[src/rtl/path_meter_pkg.sv]
// Shared definitions for the path delay meter: FSM state encodings and the
// saturation value reported on a timed-out measurement.
package path_meter_pkg;

   typedef enum logic [2:0] {
      ST_IDLE      = 3'd0,
      ST_PRESETTLE = 3'd1,
      ST_LAUNCH    = 3'd2,
      ST_WAIT      = 3'd3,
      ST_DONE      = 3'd4
   } meterState_e;

   // Wide enough for any counter width in use; callers slice what they need.
   localparam logic [63:0] SAT = '1;

endpackage

[src/rtl/path_sync.sv]
// Multi-flop synchroniser for the asynchronous delay-path output.
// Clears to 0 on the synchronous reset.
module path_sync #(
   parameter int STAGES = 2
) (
   input  logic clk,
   input  logic rst,
   input  logic asyncIn,
   output logic syncOut
);

   (* ASYNC_REG = "TRUE", keep = "true" *) logic [STAGES-1:0] syncFf;

   always_ff @(posedge clk) begin
      if (rst) begin
         syncFf <= '0;
      end else begin
         syncFf <= {syncFf[STAGES-2:0], asyncIn};
      end
   end

   assign syncOut = syncFf[STAGES-1];

endmodule

[src/rtl/path_delay_meter.sv]
// Launch-and-capture controller for one chained delay path: toggles the path
// input, counts cycles until the synchronised output follows, averages samples.
//
//  state     | meaning
//  ----------+-------------------------------------------------------------
//  IDLE      | waiting for start
//  PRESETTLE | waiting for the path output to match the current drive level
//  LAUNCH    | one cycle: toggle path_input, restart the sample counter
//  WAIT      | counting until the launched edge arrives (or timeout)
//  DONE      | one cycle: done pulse, results valid
import path_meter_pkg::*;

module path_delay_meter #(
   parameter int CNT_W       = 16,
   parameter int AVG_LOG2    = 2,
   parameter int TIMEOUT     = 1000,
   parameter int SYNC_STAGES = 2,
   parameter bit PATH_INV    = 1'b0
) (
   input  logic             clk,
   input  logic             rst,
   input  logic             start,
   output logic             path_input,
   input  logic             path_result,
   output logic             busy,
   output logic             done,
   output logic [CNT_W-1:0] delay_cycles,
   output logic             timeout
);

   localparam int ACC_W = CNT_W + AVG_LOG2;
   localparam int IDX_W = AVG_LOG2 + 1;
   localparam logic [IDX_W-1:0] NUM_SAMPLES  = IDX_W'(2 ** AVG_LOG2);
   localparam logic [CNT_W-1:0] TIMEOUT_LAST = CNT_W'(TIMEOUT - 1);
   localparam logic [CNT_W-1:0] SAT_CNT      = SAT[CNT_W-1:0];

   meterState_e      state, stateNext;
   logic [CNT_W-1:0] cnt, cntNext;
   logic [IDX_W-1:0] idx, idxNext, idxInc;
   logic [ACC_W-1:0] acc, accNext, accSum;
   logic             pathInputReg, pathInputNext;
   logic [CNT_W-1:0] delayReg, delayNext;
   logic             timeoutReg, timeoutNext;
   logic             sres;
   logic             expLevel;
   logic             match;

   path_sync #(
      .STAGES (SYNC_STAGES)
   ) u_sync (
      .clk     (clk),
      .rst     (rst),
      .asyncIn (path_result),
      .syncOut (sres)
   );

   assign expLevel = pathInputReg ^ PATH_INV;
   assign match    = (sres == expLevel);
   assign accSum   = acc + ACC_W'(cnt);
   assign idxInc   = idx + 1'b1;

   always_comb begin
      stateNext     = state;
      cntNext       = cnt;
      idxNext       = idx;
      accNext       = acc;
      pathInputNext = pathInputReg;
      delayNext     = delayReg;
      timeoutNext   = timeoutReg;
      case (state)
         ST_IDLE: begin
            if (start) begin
               stateNext   = ST_PRESETTLE;
               cntNext     = '0;
               idxNext     = '0;
               accNext     = '0;
               timeoutNext = 1'b0;
            end
         end
         ST_PRESETTLE: begin
            if (match) begin
               stateNext = ST_LAUNCH;
            end else begin
               cntNext = cnt + 1'b1;
               if (cnt >= TIMEOUT_LAST) begin
                  stateNext   = ST_DONE;
                  timeoutNext = 1'b1;
                  delayNext   = SAT_CNT;
               end
            end
         end
         ST_LAUNCH: begin
            pathInputNext = ~pathInputReg;
            cntNext       = CNT_W'(1);
            stateNext     = ST_WAIT;
         end
         ST_WAIT: begin
            if (match) begin
               accNext = accSum;
               idxNext = idxInc;
               if (idxInc == NUM_SAMPLES) begin
                  stateNext = ST_DONE;
                  delayNext = CNT_W'(accSum >> AVG_LOG2);
               end else begin
                  stateNext = ST_LAUNCH;
               end
            end else begin
               // Timeout lands exactly TIMEOUT cycles after the LAUNCH cycle.
               cntNext = cnt + 1'b1;
               if (cnt >= TIMEOUT_LAST) begin
                  stateNext   = ST_DONE;
                  timeoutNext = 1'b1;
                  delayNext   = SAT_CNT;
               end
            end
         end
         ST_DONE: begin
            stateNext = ST_IDLE;
         end
         default: begin
            stateNext = ST_IDLE;
         end
      endcase
   end

   always_ff @(posedge clk) begin
      if (rst) begin
         state        <= ST_IDLE;
         cnt          <= '0;
         idx          <= '0;
         acc          <= '0;
         pathInputReg <= 1'b0;
         delayReg     <= '0;
         timeoutReg   <= 1'b0;
      end else begin
         state        <= stateNext;
         cnt          <= cntNext;
         idx          <= idxNext;
         acc          <= accNext;
         pathInputReg <= pathInputNext;
         delayReg     <= delayNext;
         timeoutReg   <= timeoutNext;
      end
   end

   assign path_input   = pathInputReg;
   assign busy         = (state == ST_PRESETTLE) || (state == ST_LAUNCH) || (state == ST_WAIT);
   assign done         = (state == ST_DONE);
   assign delay_cycles = delayReg;
   assign timeout      = timeoutReg;

endmodule

[config.mk]
export PLATFORM = sky130hd
export DESIGN_NAME = path_delay_meter
export DESIGN_NICKNAME = d
export VERILOG_FILES = /design/src/rtl/path_meter_pkg.sv /design/src/rtl/path_sync.sv /design/src/rtl/path_delay_meter.sv
export SDC_FILE = /design/constraint.sdc
export NUM_CORES = 1
export LEC_CHECK = 0
export ABC_AREA = 1
export CAP_MARGIN = 15
export CORE_ASPECT_RATIO = 0.7
export CORE_MARGIN = 2
export CORE_UTILIZATION = 40
export CTS_BUF_LIST = sky130_fd_sc_hd__clkbuf_8
export DETAILED_ROUTE_END_ITERATION = 12
export DONT_BUFFER_PORTS = 1
export SLEW_MARGIN = 15
export SYNTH_ARGS = -nofsm -noshare
export SYNTH_HDL_FRONTEND = slang
export SYNTH_SLANG_ARGS = --single-unit
[constraint.sdc]
create_clock -name clk -period 5.59 [get_ports clk]
set_clock_uncertainty 0.2 [all_clocks]
set_input_delay 1.118 -clock clk [delete_from_list [all_inputs] [get_ports clk]]
set_output_delay 1.118 -clock clk [all_outputs]
set_load 0.02 [all_outputs]
Word level (Yosys, flattened, before mapping)
Index checks and enable logic that the tools add are counted.
{"block": "word_totals", "in_bits": 4, "output_inout_bits": 20, "register_bits": 60, "word_cells": 61}
{"block": "classes", "eq_ne": 12, "add_sub_neg": 3, "order_cmp": 1, "mux": 24, "bitwise": 1, "n_reduce_logical": 12}
{"op": "$mux W16", "n": 6}
{"op": "$pmux W16 S3", "n": 1}
{"op": "$mux W18", "n": 2}
{"op": "$pmux W18 S2", "n": 1}
{"op": "$pmux W16 S2", "n": 1}
{"op": "$mux W3", "n": 7}
{"op": "$add A18 B16 Y18", "n": 1}
{"op": "$add A16 B1 Y16 const B", "n": 1}
{"op": "$ge A16 B10 Y1 const B", "n": 1}
{"op": "$pmux W3 S4", "n": 1}
{"op": "$reduce_and A3 Y1", "n": 3}
{"op": "$ne A2 B2 Y1 const B", "n": 4}
{"op": "$eq A3 B2 Y1 const B", "n": 2}
{"op": "$eq A3 B3 Y1 const B", "n": 2}
{"op": "$pmux W3 S2", "n": 1}
{"op": "$reduce_bool A2 Y1", "n": 3}
{"op": "$reduce_and A4 Y1", "n": 1}
{"op": "$add A3 B1 Y3 const B", "n": 1}
{"op": "$eq A3 B1 Y1 const B", "n": 1}
{"op": "$logic_not A3 Y1", "n": 1}
{"op": "$mux W1", "n": 3}
{"op": "$ne A3 B3 Y1 const B", "n": 1}
{"op": "$reduce_bool A3 Y1", "n": 1}
{"op": "$logic_or A1 B1 Y1", "n": 2}
{"op": "other kinds (5)", "n": 5}

Longest topological paths before layout
Gate-level depths: netlist of the first run.
{"block": "depth", "ltp_word": 5, "mapped_depth": 13}

Modules after synthesis
From an unflattened synthesis of the first run, not the netlist that was laid out.
{"block": "unflattened", "cells_unflattened": 540, "area_unflattened_um2": 3572.2}
{"mod": "path_delay_meter", "seq_area_each_um2": 1161.1, "cells_per_inst": 533, "instances": 1, "area_per_inst_um2": 3509.6}
{"mod": "path_sync", "seq_area_each_um2": 40.0, "cells_per_inst": 7, "instances": 1, "area_per_inst_um2": 62.6}

Worst setup path before layout of the first run
No wires, ideal clock.
{"block": "synth_timing", "path_kind": "reg-to-output", "start": "register state[2]", "end": "output port busy", "slack_ns": 3.378, "arrival_ns": 0.894, "path_buffers": 0, "path_stages_with_launch": 6, "cell_sequence": "dfxtp_1 > inv_2 > nand2_2 > nor2_1 > inv_1 > nand2_1"}
{"block": "synth_via", "elab_chain_cells": 3}
{"item": "start, declared", "line": "path_delay_meter.sv:37", "source": "meterState_e state, stateNext;"}
{"item": "start signal, assigned", "line": "path_delay_meter.sv:136", "source": "state <= stateNext;"}
{"item": "$eq A3 B1 Y1 or $eq A3 B2 Y1 (tied branches)", "line": "path_delay_meter.sv:147", "source": "assign busy = (state == ST_PRESETTLE) || (state == ST_LAUNCH) || (state == ST_WAIT);"}
{"item": "$logic_or A1 B1 Y1", "line": "path_delay_meter.sv:147"}
{"item": "$logic_or A1 B1 Y1 *", "line": "path_delay_meter.sv:147"}
{"item": "end, declared", "line": "path_delay_meter.sv:25", "source": "output logic busy,"}
Mark *: on every way between the ends. The rest lies on a longest branch, timed or not.

Final worst setup path of the first run
Same ends and word-level chain as after synthesis.

==> results of run 1 <==
cells by family after synthesis:
group,synth area share (%)
buf+inv,10.3
simple gates,35.2
flops,32.2
compound gates,12.8
xor+xnor,2.55
fa+ha+maj,6.92
cells in the final DEF (no fill, tap or decap), types with 10 or more instances in the layout:
cell      netlist  layout
nand3_1        32      32
clkbuf_8        0      12
a21oi_1        59      59
ha_1           19      19
nand2_1       170     170
dfxtp_1        60      60
nor3_1         10      10
o21ai_0        20      20
nor2_1         52      52
inv_1          74      74
final timing paths:
check	startpoint	cells after the start	to
worst max-delay path	state[2]	5	busy
worst min-delay path	u_sync.syncFf[0]	2	u_sync.syncFf[1]
worst max register to register	path_input	10	delay_cycles[15]
worst min register to register	u_sync.syncFf[0]	2	u_sync.syncFf[1]
Yosys cell counts:
cell type / instances
nand2_1: 170
o21ai_1: 4
a211oi_1: 2
nor2_1: 52
nand2_2: 5
inv_6: 1
o21bai_1: 1
nand3_4: 1
or2_2: 2
nor2_4: 4
a21oi_2: 1
xnor2_2: 1
nor3_4: 1
a21oi_1: 59
nor3_2: 1
ha_1: 19
dfxtp_1: 60
nand3b_1: 5
o211ai_1: 1
fa_1: 1
buf_4: 1
o21ai_0: 20
nand4_1: 8
clkbuf_1: 5
buf_2: 2
buf_6: 4
a31oi_1: 1
o21ai_4: 1
nor4_1: 1
nor2_2: 3
inv_2: 4
nand3_1: 32
xor2_1: 9
nor3_1: 10
inv_1: 74
nand2_4: 2
critical path: stages, from the launching register on:
cell     delay [ns]
dfxtp_1        0.35
inv_2          0.12
nand2_2        0.11
nor2_1         0.22
inv_1          0.10
nand2_1        0.19
through the flow:
step | total power, W | cells
final | 0.00103 | 697
after global routing | 0.00107 | 697
after CTS | 0.00104 | 697
after detailed placement | 0.000574 | 681
after global placement | 0.000572 | 681
after floorplan | 0.000558 | 568
layout make-up:
| type | instances | share of cell area [%] |
|---|---|---|
| clock buffers | 12 | 4.09 |
| clock inverters | 4 | 1.73 |
| inverters | 79 | 7.46 |
| multi-input cells | 417 | 53.0 |
| flip-flops and latches | 60 | 29.7 |
| well taps | 124 | 3.84 |
| repair buffers | 1 | 0.186 |
flip-flops by register name (all words and copies together) (netlist names):
register	count
acc	18
cnt	16
delay_cycles	16
idx	3
path_input	1
state	3
timeout	1
u_sync.syncFf	2
where the power goes:
group / internal, W / leakage (nW) / total (W) / switching (W)
logic: 0.0000290 / 1.31 / 0.000113 / 0.0000844
clock network: 0.000286 / 0.122 / 0.000467 / 0.000181
registers: 0.000437 / 0.484 / 0.000451 / 0.0000144
metal layers:
metal / vias to the layer above / global-route usage (%) / wire, µm
met5: - / 0 / 0
met3: 12 / 6.05 / 496
met2: 70 / 30.4 / 3810
li1: 1815 / - / -
met1: 1543 / 29.0 / 5210
met4: 0 / 5.35 / 92
==> key figures, run 1 <==
Clock tree
  • Resized cells post-CTS: 0
  • CTS Root Buffer Type: clkbuf_8
  • H-tree depth: 3
  • CTS Buffer Depth: 2
  • TritonCTS clock tree: built
  • Number of CTS-inserted buffers: 9
  • Post-CTS setup repair buffer count: 0
  • Worst-path clk slew: roughly 0.070 ns
  • Post-CTS Hold Buffers: 0
  • Sink Count: 60
  • Clock Latency Late Sink: between 0.3 and 0.4 ns

Finish
  • Design Area, Final: between 0.004 and 0.005 mm²
  • Final Util: between 40% and 50%
  • Storage cell area: approximately 0.0012 mm²
  • # nets final: between 500 and 600
  • Antenna cell count: 0
  • Multi-input gate area: roughly 0.0021 mm²
  • Syn-to-layout area delta: 8.50%
  • Fill count: slightly above 1,000
  • Share of post-route cells with drive strength above 1: under 10%

Synth
  • Synth area leaders: dfxtp_1 32%, nand2_1 17%, a21oi_1 7.9%, inv_1 7.5%, ha_1 6.4%
  • Area share of the largest cell type after synthesis: around 32%
  • Post-Synthesis Cells: 568
  • Cell taking the most area after synthesis: dfxtp_1
  • Syn_nets: around 590
  • Synth cell types: 36
  • Synthesized flop and latch total: 60
  • Synth Cell Area: around 0.0037 mm²
  • Syn_area_per_cell: 6.56 µm²
  • Sequential area share after synthesis: 32.2%
  • Synth warn: 0

Global routing
  • Number of global-route vias before repair: between 3,000 and 4,000
  • Largest net degree at the start of global routing: 40
  • GRT overflow: 0
  • Initial antenna violation count: 0
  • First-pass GRT wire length: about 16,000 µm
  • Tot GR Track Use: roughly a fifth

Floorplan
  • DIE AREA: between 0.01 and 0.015 mm²
  • Initial Util: around two fifths
  • Die H: between 80 and 90 µm
  • I/O pins: 24
  • FP Rows: 29
  • Die width: between 100 and 150 µm
  • Core Area: between 0.009 and 0.01 mm²

STA
  • Final WS setup: 2.82 ns
  • RSZ-0062 raised after global routing: no
  • Slew HR: a little under three fifths
  • Period utilization: roughly half
  • # setup viols final: 0
  • Max Freq: 362 MHz
  • Final hold vios: 0
  • WHS: between 0.2 and 0.25 ns
  • TNS Setup: 0 ns
  • Worst Tran Pin Value: roughly 0.66 ns
  • Slew Limit Fails: 0
  • Clock period minus worst slack: approximately 2.8 ns

Critical path
  • Crit path DAT: 1.45 ns
  • Worst Setup End Kind: primary output
  • Startpoint Class: register
  • Worst path required time: around 4.3 ns
  • WS Path Type: register to primary output
  • Reg2reg setup slack: ~3 ns
  • Worst-path maximum fanout: 4

Detailed routing
  • Iter 0 DRT Violations: 198
  • Vias/cell: approximately 4.9
  • Final WL: 9610 µm
  • Routed Antenna Nets: 0
  • DRC: 0
  • Post-DR wirelength/cell: ~14 µm
  • DR vias: around 3,400
  • Drt pass-1 iters: 5

Place
  • Routability congestion estimate: 0.939
  • IO buf count: 0
  • Hpwl dp: 7170 µm
  • Dpl cell area: between 0.003 and 0.004 mm²
  • Pre-CTS setup slack: ~3 ns

Run status
  • Result of the run: complete, no violations

Power
  • Maximum VDD drop: ~130 µV
  • Power Dens Cells: 255 mW/mm²
  • Leak: 1.92 nW

Job
  • Maxcap violations: 0

Hold path
  • Min-delay worst type: register to register
Power figures use the tool's default switching activity.
==> run 2, diff against run 1 <==
clock period = 2.7 ns   (was 5.59 ns; I/O delays follow)
==> run 2 against run 1 <==
Effect of this change: die area unchanged; via count up 1.7%; worst hold slack worse by 0.16 ns; critical endpoint is now delay_cycles[15]; sequential share of layout area up 0.19 points; highest routed layer unchanged; global-route usage down 0.47 points; non-clock buffer count up 1; worst setup slack worse by 2.5 ns; sequential cell count unchanged.
==> key figures, run 2 (same netlist as run 1, synthesis figures left out) <==
STA
  • RSZ-0062 raised after global routing: no
  • Slew HR: 55.1%
  • Final hold vios: 0
  • # setup viols final: 0
  • WHS: between 0.04 and 0.05 ns
  • Clock period minus worst slack: 2.33 ns
  • Final WS setup: about 0.37 ns
  • Slew Limit Fails: 0
  • TNS Setup: 0 ns
  • Max Freq: around 430 MHz
  • Period utilization: 86.4%
  • Worst Tran Pin Value: between 0.6 and 0.7 ns

Clock tree
  • Resized cells post-CTS: 0
  • Post-CTS Hold Buffers: 0
  • Clock Latency Late Sink: 0.36 ns
  • Worst-path clk slew: roughly 0.07 ns
  • Sink Count: 60
  • CTS Root Buffer Type: clkbuf_8
  • Post-CTS setup repair buffer count: 0
  • TritonCTS clock tree: built
  • H-tree depth: 3
  • CTS Buffer Depth: 2
  • Number of CTS-inserted buffers: 9

Critical path
  • Worst path required time: between 2 and 3 ns
  • Worst Setup End Kind: register
  • Worst Setup SP: path_input
  • Reg2reg setup slack: about 0.37 ns
  • Startpoint Class: register
  • Reg2Reg Depth: 9
  • FF-to-FF Start: path_input
  • WS Path Type: register to register
  • RR Endpoint: delay_cycles[15]
  • Crit path DAT: around 2.4 ns
  • Worst-path maximum fanout: 14

Place
  • IO buf count: 0
  • Hpwl dp: ~7200 µm
  • Routability congestion estimate: 0.905
  • Pre-CTS setup slack: approximately 0.35 ns
  • Dpl cells: between 600 and 700

Detailed routing
  • Drt pass-1 iters: 6
  • Iter 0 DRT Violations: 256
  • Final WL: around 9600 µm
  • Routed Antenna Nets: 0
  • Vias/cell: roughly 5
  • Post-DR wirelength/cell: 13.7 µm
  • DR vias: roughly 3,500
  • DRC: 0

Floorplan
  • DIE AREA: around 0.010 mm²
  • Die H: between 80 and 90 µm
  • I/O pins: 24
  • Core Area: around 0.0091 mm²
  • FP Rows: 29
  • Die width: approximately 120 µm
  • Initial Util: 41.1%

Finish
  • Largest register by flop count: acc
  • Antenna cell count: 0
  • Most common cell after layout, fill and taps aside: nand2_1
  • Most frequent cells in the layout: 170 x nand2_1, 75 x inv_1, 60 x dfxtp_1
  • Syn-to-layout area delta: 7.83%
  • Final non-filler cell total: about 700
  • # nets final: roughly 600
  • Fill count: about 1,000
  • Share of post-route cells with drive strength above 1: approximately 7.7%
  • Largest register FFs: 18

Power
  • Maximum VDD drop: approximately 360 µV
  • Power Dens Cells: approximately 500 mW/mm²
  • Leak: roughly 1.9 nW

Global routing
  • Largest net degree at the start of global routing: 40
  • Tot GR Track Use: about a fifth
  • First-pass GRT wire length: roughly 16,000 µm
  • GRT overflow: 0
  • Number of global-route vias before repair: 3,172
  • Initial antenna violation count: 0

Hold path
  • Hold_sp: rst
  • Worst Hold Depth: 1
  • Hold Path End: cnt[11]
  • Min-delay worst type: input pin to register

Run status
  • Result of the run: complete, no violations

Job
  • Maxcap violations: 0
==> run 2: changes by cell type in the layout (fill, tap and decap cells not counted) <==
cell        change
clkinvlp_4      +1
clkbuf_8        -1
bufinv_16       -1
buf_4           +1
inv_1           +1
==> run 2: power breakdown <==
group / leakage, nW / switching (W) / internal, W
registers: 0.484 / 0.0000299 / 0.000904
logic: 1.32 / 0.000173 / 0.0000609
clock network: 0.107 / 0.000369 / 0.000470
==> run 2: stage by stage <==
stage / area [µm²] / utilization, % / total power, W
5_1_grt: 4020 / 44.3 / 0.00209
4_1_cts: 4020 / 44.3 / 0.00202
2_1_floorplan: 3720 / - / 0.00115
3_5_place_dp: 3810 / 42.0 / 0.00119
6_report: 4020 / 44.3 / 0.00201
3_3_place_gp: 3810 / 42.0 / 0.00118
==> run 2: final cells by class <==
| class | count | area (µm²) | share of cell area (%) |
|---|---|---|---|
| multi-input cells | 417 | 2140 | 53.3 |
| flip-flops and latches | 60 | 1200 | 29.9 |
| inverters | 79 | 302 | 7.51 |
| well taps | 124 | 155 | 3.86 |
| clock buffers | 11 | 151 | 3.77 |
| clock inverters | 5 | 51.3 | 1.28 |
| repair buffers | 2 | 15.0 | 0.374 |
==> run 2: worst max-delay path by stage <==
stage / to / slack [ns] / cells past startpoint
after floorplan: delay_cycles[6] / 0.67 / 9
after global placement: delay_cycles[15] / 0.41 / 9
after detailed placement: delay_cycles[15] / 0.35 / 9
after CTS: delay_cycles[15] / 0.34 / 9
after global routing: delay_cycles[15] / 0.14 / 9
final: delay_cycles[15] / 0.37 / 9
==> run 2: critical path, stage by stage (launching register included) <==
cell and delay, ns:
dfxtp_1 0.51, xnor2_2 0.19, nand2_2 0.12, nor2_2 0.18
nand2_1 0.40, nand2_2 0.39, inv_1 0.09, nand2_1 0.07
nand3_1 0.08, inv_1 0.05
==> run 2: per-layer routing <==
layer	share of wire (%)	vias to the layer above	GRT usage [%]	routed length, µm
met3	6.8	11	6.25	653
met5	0	-	0	0
met4	1.1	0	5.24	107
met2	40	90	29.4	3810
met1	52	1571	28.4	5000
li1	-	1827	-	-
